--- config.mk ---
export PLATFORM = sky130hd
export DESIGN_NAME = eq_gain_loader_flat
export DESIGN_NICKNAME = d
export VERILOG_FILES = /design/src/rtl/eq_gain_loader_if.sv /design/src/rtl/eq_gain_loader.sv /design/src/flat_wrapper.sv
export SDC_FILE = /design/constraint.sdc
export NUM_CORES = 1
export LEC_CHECK = 0
export ABC_AREA = 1
export ABC_CLOCK_PERIOD_IN_PS = 9450
export CAP_MARGIN = 20
export CORE_ASPECT_RATIO = 0.9
export CORE_MARGIN = 3
export CORE_UTILIZATION = 55
export CTS_CLUSTER_DIAMETER = 80
export DETAILED_ROUTE_END_ITERATION = 16
export HOLD_SLACK_MARGIN = 0.05
export PLACE_DENSITY_LB_ADDON = 0.08
export SYNTH_ARGS = -nofsm -noshare
export SYNTH_HDL_FRONTEND = slang
export SYNTH_SLANG_ARGS = --single-unit
--- constraint.sdc ---
create_clock -name clk -period 9.45 [get_ports clk]
set_input_delay 1.89 -clock clk [delete_from_list [all_inputs] [get_ports clk]]
set_output_delay 1.89 -clock clk [all_outputs]
set_load 0.01 [all_outputs]
--- src/rtl/eq_gain_loader_if.sv ---
// Host-side write/commit bus for the equalizer gain loader.
interface eq_gain_loader_if #(
  parameter int unsigned BW = 3,
  parameter int unsigned GW = 16
);
  logic          wr_valid;
  logic          wr_ready;
  logic [BW-1:0] wr_band;
  logic [GW-1:0] wr_gain;
  logic          commit;

  modport master (output wr_valid, output wr_band, output wr_gain, output commit,
                  input  wr_ready);
  modport slave  (input  wr_valid, input  wr_band, input  wr_gain, input  commit,
                  output wr_ready);
endinterface

--- src/rtl/eq_gain_loader.sv ---
// Shadowed per-band gain loader: commit arms an update that is applied on
// sample ticks, ramping each band toward its target by at most STEP per sample.
module eq_gain_loader #(
  parameter int unsigned    NBANDS  = 8,
  parameter int unsigned    GW      = 16,
  parameter logic [GW-1:0]  STEP    = 'h0100,
  parameter int unsigned    RAMP_EN = 1
) (
  input  logic              clk,
  input  logic              rst_n,
  eq_gain_loader_if.slave   wr,
  input  logic              sample_tick,
  output logic [GW-1:0]     g [NBANDS-1:0],
  output logic              pending,
  output logic              busy
);
  localparam logic [GW-1:0] UNITY = {2'b01, {(GW-2){1'b0}}};

  typedef enum logic [1:0] {IDLE, LOAD, ARMED, RAMP} state_t;

  state_t        state_q, state_d;
  logic [GW-1:0] shadow   [NBANDS-1:0];
  logic [GW-1:0] shadow_d [NBANDS-1:0];
  logic [GW-1:0] target   [NBANDS-1:0];
  logic [GW-1:0] step_g   [NBANDS-1:0];
  logic [GW:0]   diff     [NBANDS-1:0];
  logic [GW:0]   mag      [NBANDS-1:0];
  logic          accept;
  logic          done;

  assign wr.wr_ready = (state_q == IDLE) || (state_q == LOAD);
  assign accept      = wr.wr_valid && wr.wr_ready;
  assign pending     = (state_q == LOAD);
  assign busy        = (state_q == ARMED) || (state_q == RAMP);

  // Shadow view including this cycle's write, so a write coincident with
  // commit lands in the target as well.
  always_comb begin
    for (int unsigned k = 0; k < NBANDS; k++) shadow_d[k] = shadow[k];
    if (accept) shadow_d[wr.wr_band] = wr.wr_gain;
  end

  // 17-bit difference keeps full-scale ramps free of wrap-around.
  always_comb begin
    done = 1'b1;
    for (int unsigned k = 0; k < NBANDS; k++) begin
      diff[k] = {1'b0, target[k]} - {1'b0, g[k]};
      mag[k]  = diff[k][GW] ? (~diff[k] + 1'b1) : diff[k];
      if (RAMP_EN == 0 || mag[k] <= {1'b0, STEP})
        step_g[k] = target[k];
      else if (diff[k][GW])
        step_g[k] = g[k] - STEP;
      else
        step_g[k] = g[k] + STEP;
      if (step_g[k] != target[k]) done = 1'b0;
    end
  end

  always_comb begin
    state_d = state_q;
    case (state_q)
      IDLE:        if (accept) state_d = LOAD;
      LOAD:        if (wr.commit) state_d = ARMED;
      ARMED, RAMP: if (sample_tick) state_d = done ? IDLE : RAMP;
      default:     state_d = IDLE;
    endcase
  end

  always_ff @(posedge clk) begin
    if (!rst_n) begin
      state_q <= IDLE;
      for (int unsigned k = 0; k < NBANDS; k++) begin
        g[k]      <= UNITY;
        shadow[k] <= UNITY;
        target[k] <= UNITY;
      end
    end else begin
      state_q <= state_d;
      for (int unsigned k = 0; k < NBANDS; k++) begin
        shadow[k] <= shadow_d[k];
        if (state_q == LOAD && wr.commit) target[k] <= shadow_d[k];
        if (busy && sample_tick)          g[k]      <= step_g[k];
      end
    end
  end
endmodule

--- src/flat_wrapper.sv ---
// flat-port wrapper written by rule: the top's interface ports become plain ports
module eq_gain_loader_flat 
#(
  parameter int unsigned    NBANDS  = 8,
  parameter int unsigned    GW      = 16,
  parameter logic [GW-1:0]  STEP    = 'h0100,
  parameter int unsigned    RAMP_EN = 1
)
  (clk, rst_n, sample_tick, g, pending, busy, wr_wr_valid, wr_wr_band, wr_wr_gain, wr_commit, wr_wr_ready);
  eq_gain_loader_if #(.BW(3), .GW(GW)) wr_i ();
  input  logic clk;
  input  logic rst_n;
  input  logic sample_tick;
  output logic [GW-1:0] g[NBANDS-1:0];
  output logic pending;
  output logic busy;
  input wire logic [$bits(wr_i.wr_valid)-1:0] wr_wr_valid;
  input wire logic [$bits(wr_i.wr_band)-1:0] wr_wr_band;
  input wire logic [$bits(wr_i.wr_gain)-1:0] wr_wr_gain;
  input wire logic [$bits(wr_i.commit)-1:0] wr_commit;
  output wire logic [$bits(wr_i.wr_ready)-1:0] wr_wr_ready;
  assign wr_i.wr_valid = wr_wr_valid;
  assign wr_i.wr_band = wr_wr_band;
  assign wr_i.wr_gain = wr_wr_gain;
  assign wr_i.commit = wr_commit;
  assign wr_wr_ready = wr_i.wr_ready;
  eq_gain_loader #(.NBANDS(NBANDS), .GW(GW), .STEP(STEP), .RAMP_EN(RAMP_EN)) u_core (.clk(clk), .rst_n(rst_n), .wr(wr_i), .sample_tick(sample_tick), .g(g), .pending(pending), .busy(busy));
endmodule
==> impl_metrics.ini, run 1 <==
[pwr]
power_density_mw_per_mm2 = 268
ir_worst_vdd_v = 0.000209
power.internal_mw = 5.01
p_sw_mw = 4.40
swShare = 0.468
power_frac_seq = 0.226
power_mw = 9.41
combPwrFrac = 0.569
leakage_nw = 18.0
clockPowerShare = 0.205

[clocking]
worstSkewPairLatency_ns = 0.57
hold_buffers = 0
path_clk_slew_ns = 0.06
clock_path_buffers = 3
cts-resized-gates = 0
cts_made_buffers = 45
h-tree-depth = 2
cts.sinks = 386
cts_tree = yes
root_buffer = clkbuf_16
post-cts-setup-buffers = 0

[detailed_routing]
avgViaCountPerCell = 5.35
num_vias = 31045
drcViolationCount = 0
first_iter_violations = 2545
wirelength_um = 88100
drtPass1Iterations = 6
ant_nets = 0
wl_per_cell_um = 15.2

[critical_path]
crit_arrival_ns = 6.05
crit_fanout = 64
worstSetupEndpointType = register
worstSetupPathType = reg2reg
slowest_delay_ns = 0.69
ff2ff_setup_slack_ns = 3.86
r2r_cells = 28
cp-endpoint = u_core.state_q[1]
startpoint_type = register
rr_startpoint = u_core.target[0][0]
reg2reg_to = u_core.state_q[1]
timing.critical_path.from = u_core.target[0][0]
cpMostUsedCell = nand2_1
crit_slowest_cell = and2_1
crit_required_ns = 9.91

[layout]
finish.utilization = 0.625
fin_nets = 5221
drive_gt1_frac = 0.0345
area_growth_pct = 11.4
final_cells = 5801
fillers = 5376

[global_routing]
grt_pass1_wl_um = 140000
gr-usage-all-layers = 0.284
grt_max_degree = 164
grt_pass1_vias = 27104
antenna_found_initial = 5
grt_overflow = 0

[sta]
max_freq_mhz = 179
relSlewSlack = 0.232
fin_skew_ns = 0.0193
period_share = 0.591
fin_setup_tns_ns = 0
worstMarginPinSlew_ns = 1.15
maxSlewViolCount = 0
final-hold-violation-count = 0
layout_min_cycle_time_ns = 5.59
setup_violations = 0
rsz0062_at_grt = false

[synth]
syn_inst = 4944
synth_common_cells = 1170 x nand2_1, 793 x inv_1, 589 x nor2_1, 502 x nand3_1, 348 x o21ai_0
ys_types = 51
yosys.area.top_type_share = 0.164
yosysTopAreaCell = dfxtp_1
synth_area_mm2 = 0.0315
ys.flop_type = dfxtp_1
synth.area.top_cells = dfxtp_1 16%, nand2_1 14%, edfxtp_1 12%
synth_edf_count = 128
synth_seq_cells = 386
async_reset_ff_frac = 0
synth_nets = 5160
yosysSeqAreaShare = 0.286
yosysMostFrequentCell = nand2_1
postSynthAreaPerCell_um2 = 6.37
yosysWarningCount = 0

[run]
cap_violations = 0

[run_status]
outcome = finished clean

[placement]
io_buffers = 154
dp_hpwl_um = 64700
dp_cells = 5711
routabilityCongestion = 0.987

[floorplan]
die_w_um = 258
start_util = 0.561
top_level_ports = 155
fp.dieH_um = 233
core_mm2 = 0.0561
fp-row-count = 82
dieArea_mm2 = 0.0602

[hold_path]
min_path_type = reg2reg
[critical path: cells and delay by family, from the launching register on]
kind            cells  cell delay (ns)
compound gates      2             0.31
buf+inv             3             0.46
fa+ha+maj           2             0.59
flops               1             0.38
simple gates       21             3.69
[state kept, by name, summed over array words and instances, names as in the netlist]
signal,flops
u_core.g,128
u_core.shadow,128
u_core.target,128
u_core.state_q,2
[through the flow]
step                area [µm²]  setup WS, ns  hold slack, ns
floorplan                31500          3.67           0.419
global route             35100          3.44           0.490
detailed placement       33400          3.99           0.450
global placement         33400          4.06           0.444
CTS                      35000          3.88           0.464
finish                   35100          3.86           0.463
[cells in the final DEF, fill, tap and decap left out, types with 16 or more instances in the layout]
cell             count
a21oi_1            280
clkbuf_16           47
clkdlybuf4s50_1    153
dfxtp_1            258
edfxtp_1           128
fa_1                16
ha_1               176
inv_1              791
mux2i_1             68
nand2_1           1168
nand2_2             22
nand3_1            500
nand3b_1            61
nand4_1             75
nor2_1             588
nor3_1              56
nor4_1              26
o21ai_0            348
xnor2_1             24
xor2_1              72
[routing by layer]
layer,wire length (µm),track usage,up-vias
met3,6380,0.0384,100
met5,38,0,-
met1,41900,0.414,14009
met2,38100,0.449,828
li1,-,-,16102
met4,1630,0.0634,6
[power groups by stage]
stage                     Sequential (mW)  Combinational, mW  Clock (mW)
after floorplan                      2.13               4.07           0
after detailed placement             2.15               5.26           0
after global routing                 2.14               6.12        2.02
final                                2.12               5.35        1.93
after global placement               2.15               5.21           0
after CTS                            2.12               5.30        1.96
[final cells by class]
class | count | area (µm²) | share of cell area
Clock buffer | 59 | 1280 | 0.0365
Inverter | 806 | 3030 | 0.0864
Multi-Input combinational cell | 3595 | 18700 | 0.534
Clock inverter | 25 | 377 | 0.0107
Tap cell | 756 | 946 | 0.0270
Sequential cell | 386 | 9010 | 0.257
Timing Repair Buffer | 171 | 1700 | 0.0486
Antenna cell | 3 | 7.51 | 0.000214
[logic make-up after synthesis]
family          count (synthesis)  synth area share
fa+ha+maj                     192            0.0801
mux                            68            0.0216
compound gates                693             0.115
simple gates                 2540             0.347
buf+inv                       963             0.120
flops                         386             0.286
xor+xnor                      102            0.0298
[worst min-delay path by stage]
stage	startpoint	to	cells after the start
after floorplan	u_core.shadow[1][30]	u_core.shadow[1][30]	2
after global placement	u_core.shadow[0][14]	u_core.shadow[0][14]	2
after detailed placement	u_core.shadow[0][30]	u_core.shadow[0][30]	2
after global routing	u_core.shadow[1][30]	u_core.shadow[1][30]	2
final	u_core.shadow[0][30]	u_core.shadow[0][30]	2
after CTS	u_core.shadow[0][30]	u_core.shadow[0][30]	2
No activity file was read; power rests on OpenSTA's default activity.
==> run 2, diff against run 1 <==
--- a/config.mk
+++ b/config.mk
@@ -6,7 +6,7 @@
 export NUM_CORES = 1
 export LEC_CHECK = 0
 export ABC_AREA = 1
-export ABC_CLOCK_PERIOD_IN_PS = 9450
+export ABC_CLOCK_PERIOD_IN_PS = 5750
 export CAP_MARGIN = 20
 export CORE_ASPECT_RATIO = 0.9
 export CORE_MARGIN = 3
==> constraint.sdc (replaced) <==
create_clock -name clk -period 5.75 [get_ports clk]
set_input_delay 1.15 -clock clk [delete_from_list [all_inputs] [get_ports clk]]
set_output_delay 1.15 -clock clk [all_outputs]
set_load 0.01 [all_outputs]
==> run 2 against run 1 <==
Utilization decreased by 0.32 points. Wire length rose by 1.2%. Sequential share of layout area up 0.13 points. Critical endpoint is now u_core.state_q[0]. Critical path type unchanged. Non-clock buffer count up 2. Combinational power increased by 65%. Largest power group unchanged.
==> impl_metrics.ini, run 2 (synthesized netlist as in run 1, its figures left out) <==
[run_status]
outcome = finished clean

[sta]
setup_violations = 0
worstMarginPinSlew_ns = 1.12
period_share = 0.893
max_freq_mhz = 195
final-hold-violation-count = 0
relSlewSlack = 0.253
fin_skew_ns = 0.0182
maxSlewViolCount = 0
fin_setup_tns_ns = 0
rsz0062_at_grt = false
layout_min_cycle_time_ns = 5.14

[floorplan]
dieArea_mm2 = 0.0602
die_w_um = 258
fp.dieH_um = 233
fp-row-count = 82
start_util = 0.561
core_mm2 = 0.0561
top_level_ports = 155

[clocking]
cts-resized-gates = 0
root_buffer = clkbuf_16
h-tree-depth = 2
worstSkewPairLatency_ns = 0.58
hold_buffers = 0
post-cts-setup-buffers = 0
cts_tree = yes
clock_path_buffers = 3
cts_made_buffers = 46
cts.sinks = 386
path_clk_slew_ns = 0.06

[placement]
io_buffers = 154
dp_hpwl_um = 65700
routabilityCongestion = 0.951
placed_area_mm2 = 0.0334

[critical_path]
worstSetupEndpointType = register
crit_arrival_ns = 5.60
r2r_cells = 32
startpoint_type = register
crit_slowest_cell = inv_1
ff2ff_setup_slack_ns = 0.61
crit_required_ns = 6.21
cpMostUsedCell = nand2_1
slowest_delay_ns = 0.57
rr_startpoint = u_core.target[0][80]
reg2reg_to = u_core.state_q[0]
crit_fanout = 19
worstSetupPathType = reg2reg

[pwr]
power_mw = 15.2
power_frac_seq = 0.229
combPwrFrac = 0.581
clockPowerShare = 0.190
power.internal_mw = 7.97
p_sw_mw = 7.25
power_density_mw_per_mm2 = 436
swShare = 0.476
leakage_nw = 17.9
ir_worst_vdd_v = 0.000259

[layout]
final_cell_mix = 1168 x nand2_1, 791 x inv_1, 588 x nor2_1, 500 x nand3_1, 348 x o21ai_0
finish.utilization = 0.622
stdcell_area_mm2 = 0.0349
reg_top3 = u_core.g (128), u_core.shadow (128), u_core.target (128)
fillers = 5409
fin_nets = 5225
final_common_cell = nand2_1
diodes = 0
drive_gt1_frac = 0.0333
area_growth_pct = 10.9

[detailed_routing]
avgViaCountPerCell = 5.35
first_iter_violations = 2490
ant_nets = 0
drtPass1Iterations = 6
num_vias = 31029
wl_per_cell_um = 15.4
drcViolationCount = 0
wirelength_um = 89200

[run]
cap_violations = 0

[hold_path]
min_path_type = reg2reg
hold_path_end = u_core.shadow[0][30]
whs_path_depth = 2
min_from = u_core.shadow[0][30]

[global_routing]
gr-usage-all-layers = 0.285
grt_overflow = 0
antenna_found_initial = 4
grt_max_degree = 139
grt_pass1_vias = 26794
grt_pass1_wl_um = 140000
-- run 2: routing by layer --
layer,global-route usage,vias to the layer above,part of all wire
met5,0,-,0.00050
met4,0.0578,8,0.017
met3,0.0393,106,0.072
met2,0.451,872,0.43
met1,0.415,13944,0.48
li1,-,16099,-
-- run 2: worst max path at each step --
stage	startpoint	cells after the start	endpoint	slack, ns
floorplan	wr_commit	4	u_core.target[0][0]	0.71
global placement	u_core.target[0][32]	30	u_core.state_q[1]	0.67
detailed placement	u_core.target[0][32]	30	u_core.state_q[0]	0.59
CTS	u_core.target[0][32]	30	u_core.state_q[0]	0.57
global route	u_core.target[0][64]	34	u_core.state_q[0]	0.08
finish	u_core.target[0][80]	32	u_core.state_q[0]	0.61
-- run 2: power groups by stage --
stage	sequential (mW)	combinational (mW)	clock, mW
finish	3.49	8.84	2.89
floorplan	3.50	6.69	0
CTS	3.48	8.75	2.92
detailed placement	3.54	8.68	0
global placement	3.54	8.63	0
global route	3.52	10.1	3.02
-- run 2: area by class of cell --
type | instances | area [µm²] | share of cell area
Clock buffer | 63 | 1260 | 0.0360
Timing Repair Buffer | 173 | 1720 | 0.0492
Inverter | 806 | 3030 | 0.0869
Multi-Input combinational cell | 3596 | 18700 | 0.537
Clock inverter | 21 | 209 | 0.00598
Sequential cell | 386 | 9010 | 0.258
Tap cell | 756 | 946 | 0.0271
-- run 2: metrics by stage --
| stage | hold slack (ns) | instances | worst slack, ns |
|---|---|---|---|
| final | 0.466 | 5801 | 0.614 |
| after global routing | 0.484 | 5801 | 0.0822 |
| after CTS | 0.468 | 5800 | 0.567 |
| after detailed placement | 0.436 | 5716 | 0.592 |
| after global placement | 0.428 | 5716 | 0.675 |
| after floorplan | 0.419 | 4944 | 0.708 |
-- run 2: worst max-delay path: cells and delay by family, from the launching register on --
kind,cells,cell delay [ns]
buf+inv,4,0.80
xor+xnor,1,0.21
fa+ha+maj,3,0.95
flops,1,0.38
simple gates,19,2.04
compound gates,5,0.62
